**config.mk**
```make
export PLATFORM = sky130hd
export DESIGN_NAME = ybus_delta_rmw_flat
export DESIGN_NICKNAME = d
export VERILOG_FILES = /design/src/rtl/ybus_delta_rmw_if.sv /design/src/rtl/ybus_delta_rmw.sv /design/src/flat_wrapper.sv
export SDC_FILE = /design/constraint.sdc
export NUM_CORES = 1
export LEC_CHECK = 0
export CAP_MARGIN = 15
export CORE_UTILIZATION = 44
export DETAILED_ROUTE_END_ITERATION = 8
export PLACE_DENSITY_LB_ADDON = 0.12
export SLEW_MARGIN = 10
export SYNTH_ARGS = -nofsm -noshare
export SYNTH_HDL_FRONTEND = slang
export SYNTH_SLANG_ARGS = --single-unit
```
**constraint.sdc**
```tcl
create_clock -name clock -period 5.4 [get_ports clock]
set_input_delay 1.08 -clock clock [delete_from_list [all_inputs] [get_ports clock]]
set_output_delay 1.08 -clock clock [all_outputs]
set_load 0.05 [all_outputs]
```
**src/rtl/ybus_delta_rmw_if.sv**
```systemverilog
// Bus bundle for ybus_delta_rmw: change-record handshake, Y SRAM read and
// write ports, and status outputs. The slave modport is the update block's
// view. The master modport is the view of the record source plus the SRAM.
interface ybus_delta_rmw_if #(
   parameter int DATA_W = 24,
   parameter int IDX_W  = 16,
   parameter int ADDR_W = 11,
   parameter int ELEMS  = 4
);
   logic                        chg_valid;
   logic                        chg_ready;
   logic [IDX_W-1:0]            chg_row;
   logic [IDX_W-1:0]            chg_col;
   logic signed [DATA_W-1:0]    chg_real;
   logic signed [DATA_W-1:0]    chg_img;
   logic                        mem_rd_en;
   logic [ADDR_W-1:0]           mem_rd_addr;
   logic [ELEMS*2*DATA_W-1:0]   mem_rd_data;
   logic                        mem_wr_en;
   logic [ADDR_W-1:0]           mem_wr_addr;
   logic [ELEMS*2*DATA_W-1:0]   mem_wr_data;
   logic                        busy;
   logic                        upd_done;
   logic                        idx_err;
   logic                        sat_flag;

   modport slave (
      input  chg_valid, chg_row, chg_col, chg_real, chg_img, mem_rd_data,
      output chg_ready, mem_rd_en, mem_rd_addr, mem_wr_en, mem_wr_addr,
             mem_wr_data, busy, upd_done, idx_err, sat_flag
   );

   modport master (
      output chg_valid, chg_row, chg_col, chg_real, chg_img, mem_rd_data,
      input  chg_ready, mem_rd_en, mem_rd_addr, mem_wr_en, mem_wr_addr,
             mem_wr_data, busy, upd_done, idx_err, sat_flag
   );
endinterface

```
**src/rtl/ybus_delta_rmw.sv**
```systemverilog
// ybus_delta_rmw: applies one branch admittance change dy between buses i
// and j to a word-packed Y SRAM. Each record is applied as up to four serial
// read-modify-write updates: Yii+=dy, Yjj+=dy, Yij-=dy, Yji-=dy.
// Optional feature: define YBUS_RMW_SAT_EN to saturate the results and keep
// a sticky sat_flag. Without it the results wrap and sat_flag stays 0.
module ybus_delta_rmw #(
   parameter int DATA_W  = 24,
   parameter int IDX_W   = 16,
   parameter int ADDR_W  = 11,
   parameter int N_BUS   = 64,
   parameter int ELEMS   = 4,
   parameter int WPR     = 16,
   parameter int MEM_LAT = 1
) (
   input logic            clock,
   input logic            reset,
   ybus_delta_rmw_if.slave bus
);
   localparam int WORD_W = ELEMS * 2 * DATA_W;
   localparam int CNT_W  = (MEM_LAT > 1) ? $clog2(MEM_LAT) : 1;

   typedef enum logic [2:0] {S_IDLE, S_RD, S_WAIT, S_WR, S_DONE} state_t;

   state_t                   state_q, state_d;
   logic [IDX_W-1:0]         row_q, row_d, col_q, col_d;
   logic signed [DATA_W-1:0] re_q, re_d, im_q, im_d;
   logic                     shunt_q, shunt_d;
   logic [1:0]               step_q, step_d;
   logic [CNT_W-1:0]         cnt_q, cnt_d;
   logic [WORD_W-1:0]        wdata_q, wdata_d;
   logic                     idx_err_q, idx_err_d;
   logic                     sat_q, sat_d;

   logic [IDX_W-1:0]         r_sel, c_sel;
   logic [ADDR_W-1:0]        cur_addr;
   int                       lane_sel;
   logic                     neg;
   logic signed [DATA_W-1:0] old_re, old_im;
   logic signed [DATA_W:0]   sum_re, sum_im;
   logic [WORD_W-1:0]        new_word;
   logic                     bad_idx;
`ifdef YBUS_RMW_SAT_EN
   logic                     clip_any;
`endif

   // Reduce a DATA_W+1 bit sum to DATA_W bits: clip or wrap.
   function automatic logic [DATA_W-1:0] fit(input logic [DATA_W:0] s);
`ifdef YBUS_RMW_SAT_EN
      if (s[DATA_W] != s[DATA_W-1])
         fit = s[DATA_W] ? {1'b1, {(DATA_W-1){1'b0}}} : {1'b0, {(DATA_W-1){1'b1}}};
      else
         fit = DATA_W'(s);
`else
      fit = DATA_W'(s);
`endif
   endfunction

   // Target element of the current update, its word address and lane, and the modified word.
   always_comb begin
      // NOTE: every combinational output gets a default first so no path can infer a latch.
      r_sel = row_q;
      c_sel = row_q;
      unique case (step_q)
         2'd0: begin r_sel = row_q; c_sel = row_q; end
         2'd1: begin r_sel = col_q; c_sel = col_q; end
         2'd2: begin r_sel = row_q; c_sel = col_q; end
         default: begin r_sel = col_q; c_sel = row_q; end
      endcase
      neg      = step_q[1];
      cur_addr = ADDR_W'(32'(r_sel) * 32'(WPR) + 32'(c_sel) / 32'(ELEMS));
      lane_sel = int'(32'(c_sel) % 32'(ELEMS));
      old_re   = bus.mem_rd_data[lane_sel*2*DATA_W + DATA_W +: DATA_W];
      old_im   = bus.mem_rd_data[lane_sel*2*DATA_W +: DATA_W];
      // Sign-extend both sides first, so negating -2^(DATA_W-1) cannot overflow.
      if (neg) begin
         sum_re = {old_re[DATA_W-1], old_re} - {re_q[DATA_W-1], re_q};
         sum_im = {old_im[DATA_W-1], old_im} - {im_q[DATA_W-1], im_q};
      end else begin
         sum_re = {old_re[DATA_W-1], old_re} + {re_q[DATA_W-1], re_q};
         sum_im = {old_im[DATA_W-1], old_im} + {im_q[DATA_W-1], im_q};
      end
`ifdef YBUS_RMW_SAT_EN
      clip_any = (sum_re[DATA_W] != sum_re[DATA_W-1]) || (sum_im[DATA_W] != sum_im[DATA_W-1]);
`endif
      new_word = bus.mem_rd_data;
      new_word[lane_sel*2*DATA_W +: 2*DATA_W] = {fit(sum_re), fit(sum_im)};
      bad_idx  = (32'(bus.chg_row) >= 32'(N_BUS)) || (32'(bus.chg_col) >= 32'(N_BUS));
   end

   // Next state and next register values of the RMW sequencer.
   always_comb begin
      state_d   = state_q;
      row_d     = row_q;
      col_d     = col_q;
      re_d      = re_q;
      im_d      = im_q;
      shunt_d   = shunt_q;
      step_d    = step_q;
      cnt_d     = cnt_q;
      wdata_d   = wdata_q;
      idx_err_d = 1'b0;
      sat_d     = sat_q;
      unique case (state_q)
         S_IDLE: begin
            if (bus.chg_valid) begin
               if (bad_idx) begin
                  idx_err_d = 1'b1;
               end else begin
                  row_d   = bus.chg_row;
                  col_d   = bus.chg_col;
                  re_d    = bus.chg_real;
                  im_d    = bus.chg_img;
                  shunt_d = (bus.chg_row == bus.chg_col);
                  step_d  = 2'd0;
                  state_d = S_RD;
               end
            end
         end
         S_RD: begin
            cnt_d   = '0;
            state_d = S_WAIT;
         end
         S_WAIT: begin
            if (cnt_q == CNT_W'(MEM_LAT - 1)) begin
               wdata_d = new_word;
`ifdef YBUS_RMW_SAT_EN
               sat_d   = sat_q | clip_any;
`endif
               state_d = S_WR;
            end else begin
               cnt_d = cnt_q + CNT_W'(1);
            end
         end
         S_WR: begin
            if (shunt_q || step_q == 2'd3) begin
               state_d = S_DONE;
            end else begin
               step_d  = step_q + 2'd1;
               state_d = S_RD;
            end
         end
         default: state_d = S_IDLE;
      endcase
`ifndef YBUS_RMW_SAT_EN
      sat_d = 1'b0;
`endif
   end

   // State register with synchronous reset. A reset mid-record abandons the record.
   always_ff @(posedge clock) begin
      // NOTE: sequential state uses non-blocking assignments only, so every flop samples pre-edge values.
      if (reset) begin
         state_q   <= S_IDLE;
         row_q     <= '0;
         col_q     <= '0;
         re_q      <= '0;
         im_q      <= '0;
         shunt_q   <= 1'b0;
         step_q    <= '0;
         cnt_q     <= '0;
         wdata_q   <= '0;
         idx_err_q <= 1'b0;
         sat_q     <= 1'b0;
      end else begin
         state_q   <= state_d;
         row_q     <= row_d;
         col_q     <= col_d;
         re_q      <= re_d;
         im_q      <= im_d;
         shunt_q   <= shunt_d;
         step_q    <= step_d;
         cnt_q     <= cnt_d;
         wdata_q   <= wdata_d;
         idx_err_q <= idx_err_d;
         sat_q     <= sat_d;
      end
   end

   assign bus.chg_ready   = (state_q == S_IDLE);
   assign bus.mem_rd_en   = (state_q == S_RD);
   assign bus.mem_rd_addr = cur_addr;
   assign bus.mem_wr_en   = (state_q == S_WR);
   assign bus.mem_wr_addr = cur_addr;
   assign bus.mem_wr_data = wdata_q;
   assign bus.busy        = (state_q != S_IDLE);
   assign bus.upd_done    = (state_q == S_DONE);
   assign bus.idx_err     = idx_err_q;
   assign bus.sat_flag    = sat_q;
endmodule

```
**src/flat_wrapper.sv**
```systemverilog
// flat-port wrapper written by rule: the top's interface ports become plain ports
module ybus_delta_rmw_flat 
#(
   parameter int DATA_W  = 24,
   parameter int IDX_W   = 16,
   parameter int ADDR_W  = 11,
   parameter int N_BUS   = 64,
   parameter int ELEMS   = 4,
   parameter int WPR     = 16,
   parameter int MEM_LAT = 1
)
  (clock, reset, bus_chg_valid, bus_chg_row, bus_chg_col, bus_chg_real, bus_chg_img, bus_mem_rd_data, bus_chg_ready, bus_mem_rd_en, bus_mem_rd_addr, bus_mem_wr_en, bus_mem_wr_addr, bus_mem_wr_data, bus_busy, bus_upd_done, bus_idx_err, bus_sat_flag);
  ybus_delta_rmw_if #(.DATA_W(DATA_W), .IDX_W(IDX_W), .ADDR_W(ADDR_W), .ELEMS(ELEMS)) bus_i ();
  input logic clock;
  input logic reset;
  input wire logic [$bits(bus_i.chg_valid)-1:0] bus_chg_valid;
  input wire logic [$bits(bus_i.chg_row)-1:0] bus_chg_row;
  input wire logic [$bits(bus_i.chg_col)-1:0] bus_chg_col;
  input wire logic [$bits(bus_i.chg_real)-1:0] bus_chg_real;
  input wire logic [$bits(bus_i.chg_img)-1:0] bus_chg_img;
  input wire logic [$bits(bus_i.mem_rd_data)-1:0] bus_mem_rd_data;
  output wire logic [$bits(bus_i.chg_ready)-1:0] bus_chg_ready;
  output wire logic [$bits(bus_i.mem_rd_en)-1:0] bus_mem_rd_en;
  output wire logic [$bits(bus_i.mem_rd_addr)-1:0] bus_mem_rd_addr;
  output wire logic [$bits(bus_i.mem_wr_en)-1:0] bus_mem_wr_en;
  output wire logic [$bits(bus_i.mem_wr_addr)-1:0] bus_mem_wr_addr;
  output wire logic [$bits(bus_i.mem_wr_data)-1:0] bus_mem_wr_data;
  output wire logic [$bits(bus_i.busy)-1:0] bus_busy;
  output wire logic [$bits(bus_i.upd_done)-1:0] bus_upd_done;
  output wire logic [$bits(bus_i.idx_err)-1:0] bus_idx_err;
  output wire logic [$bits(bus_i.sat_flag)-1:0] bus_sat_flag;
  assign bus_i.chg_valid = bus_chg_valid;
  assign bus_i.chg_row = bus_chg_row;
  assign bus_i.chg_col = bus_chg_col;
  assign bus_i.chg_real = bus_chg_real;
  assign bus_i.chg_img = bus_chg_img;
  assign bus_i.mem_rd_data = bus_mem_rd_data;
  assign bus_chg_ready = bus_i.chg_ready;
  assign bus_mem_rd_en = bus_i.mem_rd_en;
  assign bus_mem_rd_addr = bus_i.mem_rd_addr;
  assign bus_mem_wr_en = bus_i.mem_wr_en;
  assign bus_mem_wr_addr = bus_i.mem_wr_addr;
  assign bus_mem_wr_data = bus_i.mem_wr_data;
  assign bus_busy = bus_i.busy;
  assign bus_upd_done = bus_i.upd_done;
  assign bus_idx_err = bus_i.idx_err;
  assign bus_sat_flag = bus_i.sat_flag;
  ybus_delta_rmw #(.DATA_W(DATA_W), .IDX_W(IDX_W), .ADDR_W(ADDR_W), .N_BUS(N_BUS), .ELEMS(ELEMS), .WPR(WPR), .MEM_LAT(MEM_LAT)) u_core (.clock(clock), .reset(reset), .bus(bus_i));
endmodule
```
==> impl_metrics.toml <==
[outcome]
status = "completed"

[logic_synthesis]
synth_seq_area_share_pct = 32.9
synth_seq_cells = 273
synth_cell_types = 77
synth-edff-count = 0
synthFlopType = "dfxtp_1"
synth_area_um2 = 16600
synth_nets = 2378
avgSynthCellArea_um2 = 8.14
synthCells = 2040
yosysWarnings = 0
async_reset_ff_share_pct = 0

[floorplanning]
boundaryPins = 496
coreArea_um2 = 36900
die_y_um = 196
core.rowCount = 70
die_w_um = 196
dieArea_um2 = 38500
start_util_pct = 45.0

[critical_path]
arrival_ps = 5610
reg2reg_from = "u_core.step_q[1]$_SDFFE_PP0P_"
cp_slowest_cell = "a221oi_4"
rr_worst_depth = 18
crit_path_max_fanout = 18
r2r-end = "u_core.bus.mem_wr_data[54]$_SDFFE_PP0P_"
path_depth = 18
path_buf_inv = 4
crit_chain = "inv_1 > ha_1 > buf_4 > mux2_4 > buf_4 > mux4_2 > inv_1 > ha_1 > fa_1 > nor2b_1 > o21a_1 > o21ai_2 > a21oi_2 > o41ai_4 > o311ai_2 > a221oi_4 > mux2i_1 > a31oi_1"
startpoint_type = "flop"
criticalPathCategory = "flop to flop"
slowest_delay_ps = 550
r2r_setup_slack_ps = 250
critical_path_required_ps = 5860
cp-end-kind = "flop"
crit_family = "compound AO/OA/AOI/OAI gates"

[layout]
nFillCells = 3252
multi_input_area_um2 = 10300
seq_area_um2 = 5470
fin_util_pct = 62.5
finalInstanceArea_um2 = 23000
nets = 2773
syn_to_final_growth_pct = 38.8
layout-drive-gt1-share_pct = 8.70
final_cells = 2966

[clocking]
hold_buffers = 0
clk_latency_ps = 590
cts_resized = 0
cts.sinks = 273
cts_tree = "yes"
post_cts_buffers = 0
clk_path_buf_depth = 3
htree_num_levels = 1
root_buffer = "clkbuf_16"
cts_buffers = 31
clk_pin_slew_ps = 60

[grt]
gr-total-overflow = 0
antenna_found_initial = 5
grt_pass1_wl_um = 114000
grt_pass1_vias = 17800
grt_use_total_pct = 39.2
grt_max_degree = 78

[power_and_ir_drop]
ir_drop_mv = 0.245
power.total_mw = 5.01
cellPowerDensity_nw_per_um2 = 218
leakage_nw = 8.08

[place]
io_buffer_count = 494
dp_slack_ps = 375
hpwl_um = 57300
gp_congestion = 1.01
dp.cells = 2906
dpl_cell_area_um2 = 21900

[timing]
slew_headroom_pct = 30.4
worst_pin_slew_ps = 1040
timing.fmax_mhz = 194
tns_ps = 0
setup_ws_ps = 251
period_share_pct = 95.3
period_needed_ps = 5150
rsz0062_at_grt = "false"
finalHoldViolations = 0
slew_viol_final = 0
finClkSkew_ps = 19.4
finalHoldWorstSlack_ps = 469
finalSetupViolCount = 0

[routing]
wl_per_cell_um = 26.1
dr_total_vias = 18500
routed_wl_um = 77300
avgViaCountPerCell = 6.25
first_pass_iters = 6
drt-initial-drc-count = 2249
drcViolationCount = 0
ant_nets = 0

[hold_path]
min_path_type = "flop to flop"
whs_endpoint = "u_core.shunt_q$_SDFFE_PP0P_"
min_from = "u_core.shunt_q$_SDFFE_PP0P_"
worstHoldPathCells = 2

[flow_run]
maxCapViolCount = 0
## where the power goes
part           internal, mW  leakage (nW)  switching (mW)
clock network          1.39         0.539           0.938
logic                 0.321          5.35           0.356
registers              2.01          2.20        0.000133
total                  3.72          8.08            1.29
## sequential cells by signal, indices dropped and copies added (netlist names)
name	flops
u_core.bus.mem_wr_data	192
u_core.im_q	24
u_core.re_q	24
u_core.col_q	13
u_core.row_q	13
u_core.state_q	3
u_core.step_q	2
u_core.bus.idx_err	1
u_core.shunt_q	1
## Yosys cell counts, types with 19 or more instances
master | n | share of area, %
nor2_1 | 257 | 5.8
mux4_2 | 47 | 6.4
mux2_2 | 19 | 1.3
xnor2_1 | 82 | 4.3
xor2_1 | 22 | 1.2
a21oi_1 | 186 | 5.6
dfxtp_1 | 273 | 33
nand3_1 | 26 | 0.78
and3_1 | 26 | 0.98
inv_1 | 37 | 0.84
a221oi_1 | 121 | 6.4
o21ai_0 | 128 | 3.9
nand2_1 | 195 | 4.4
a31oi_1 | 20 | 0.75
a21o_1 | 24 | 1.1
ha_1 | 60 | 4.5
nor3_1 | 106 | 3.2
a211oi_1 | 45 | 2.0
clkbuf_1 | 140 | 3.2
## tightest hold or removal path: stages (launching register included)
cell	delay [ps]
dfxtp_1	320
nand2_1	50
a21oi_1	50
## logic make-up after synthesis
kind of cell,count (synthesis),share of synthesized area (%)
AO/OA/AOI/OAI,601,24.0
XOR/XNOR,104,5.49
adder cells (fa/ha/maj),63,4.89
buffers and inverters,213,5.14
flip-flops,273,32.9
multiplexers,80,8.51
other,1,0.0226
AND/OR/NAND/NOR,705,19.1
## layer usage
metal / vias to the layer above / share of wire [%] / track usage [%]
met2: 1224 / 45 / 62.9
met1: 8804 / 39 / 50.2
met4: 2 / 5.7 / 20.5
met5: - / 0.013 / 0
li1: 8285 / - / -
met3: 234 / 10 / 7.53
## cell type report
cell class                 count  share of cell area (%)
timing repair buffer         537                    23.2
sequential                   273                    23.7
tap                          504                    2.74
clock inverter                17                    1.00
clock buffer                  40                    3.82
multi-input combinational   1554                    44.9
antenna                        3                  0.0326
inverter                      38                   0.619
## cell usage in the layout (no fill, tap or decap), drive strengths merged, types with 10 or more instances in the layout
master,n
and2,19
o21ai,134
xnor2,82
a221oi,123
clkdlybuf4s50,483
and3,26
clkbuf,40
a211oi,45
nor3,107
dfxtp,273
a21o,24
or3,10
nor4,21
mux4,47
nand4,13
ha,60
buf,54
mux2i,14
nand3,26
mux2,19
a31oi,22
inv,38
xor2,22
nand2,195
nor2,257
a21oi,188
## worst max-delay path by stage
| stage | start | endpoint | slack, ps |
|---|---|---|---|
| after floorplan | u_core.step_q[1]$_SDFFE_PP0P_ | u_core.bus.mem_wr_data[54]$_SDFFE_PP0P_ | 250 |
| after global placement | bus_mem_rd_data[48] | u_core.bus.mem_wr_data[54]$_SDFFE_PP0P_ | 460 |
| after detailed placement | bus_mem_rd_data[48] | u_core.bus.mem_wr_data[54]$_SDFFE_PP0P_ | 370 |
| after CTS | u_core.step_q[1]$_SDFFE_PP0P_ | u_core.bus.mem_wr_data[54]$_SDFFE_PP0P_ | 360 |
| after global routing | u_core.step_q[1]$_SDFFE_PP0P_ | u_core.bus.mem_wr_data[54]$_SDFFE_PP0P_ | 80 |
| final | u_core.step_q[1]$_SDFFE_PP0P_ | u_core.bus.mem_wr_data[54]$_SDFFE_PP0P_ | 250 |
No activity file was read; power rests on OpenSTA's default activity.
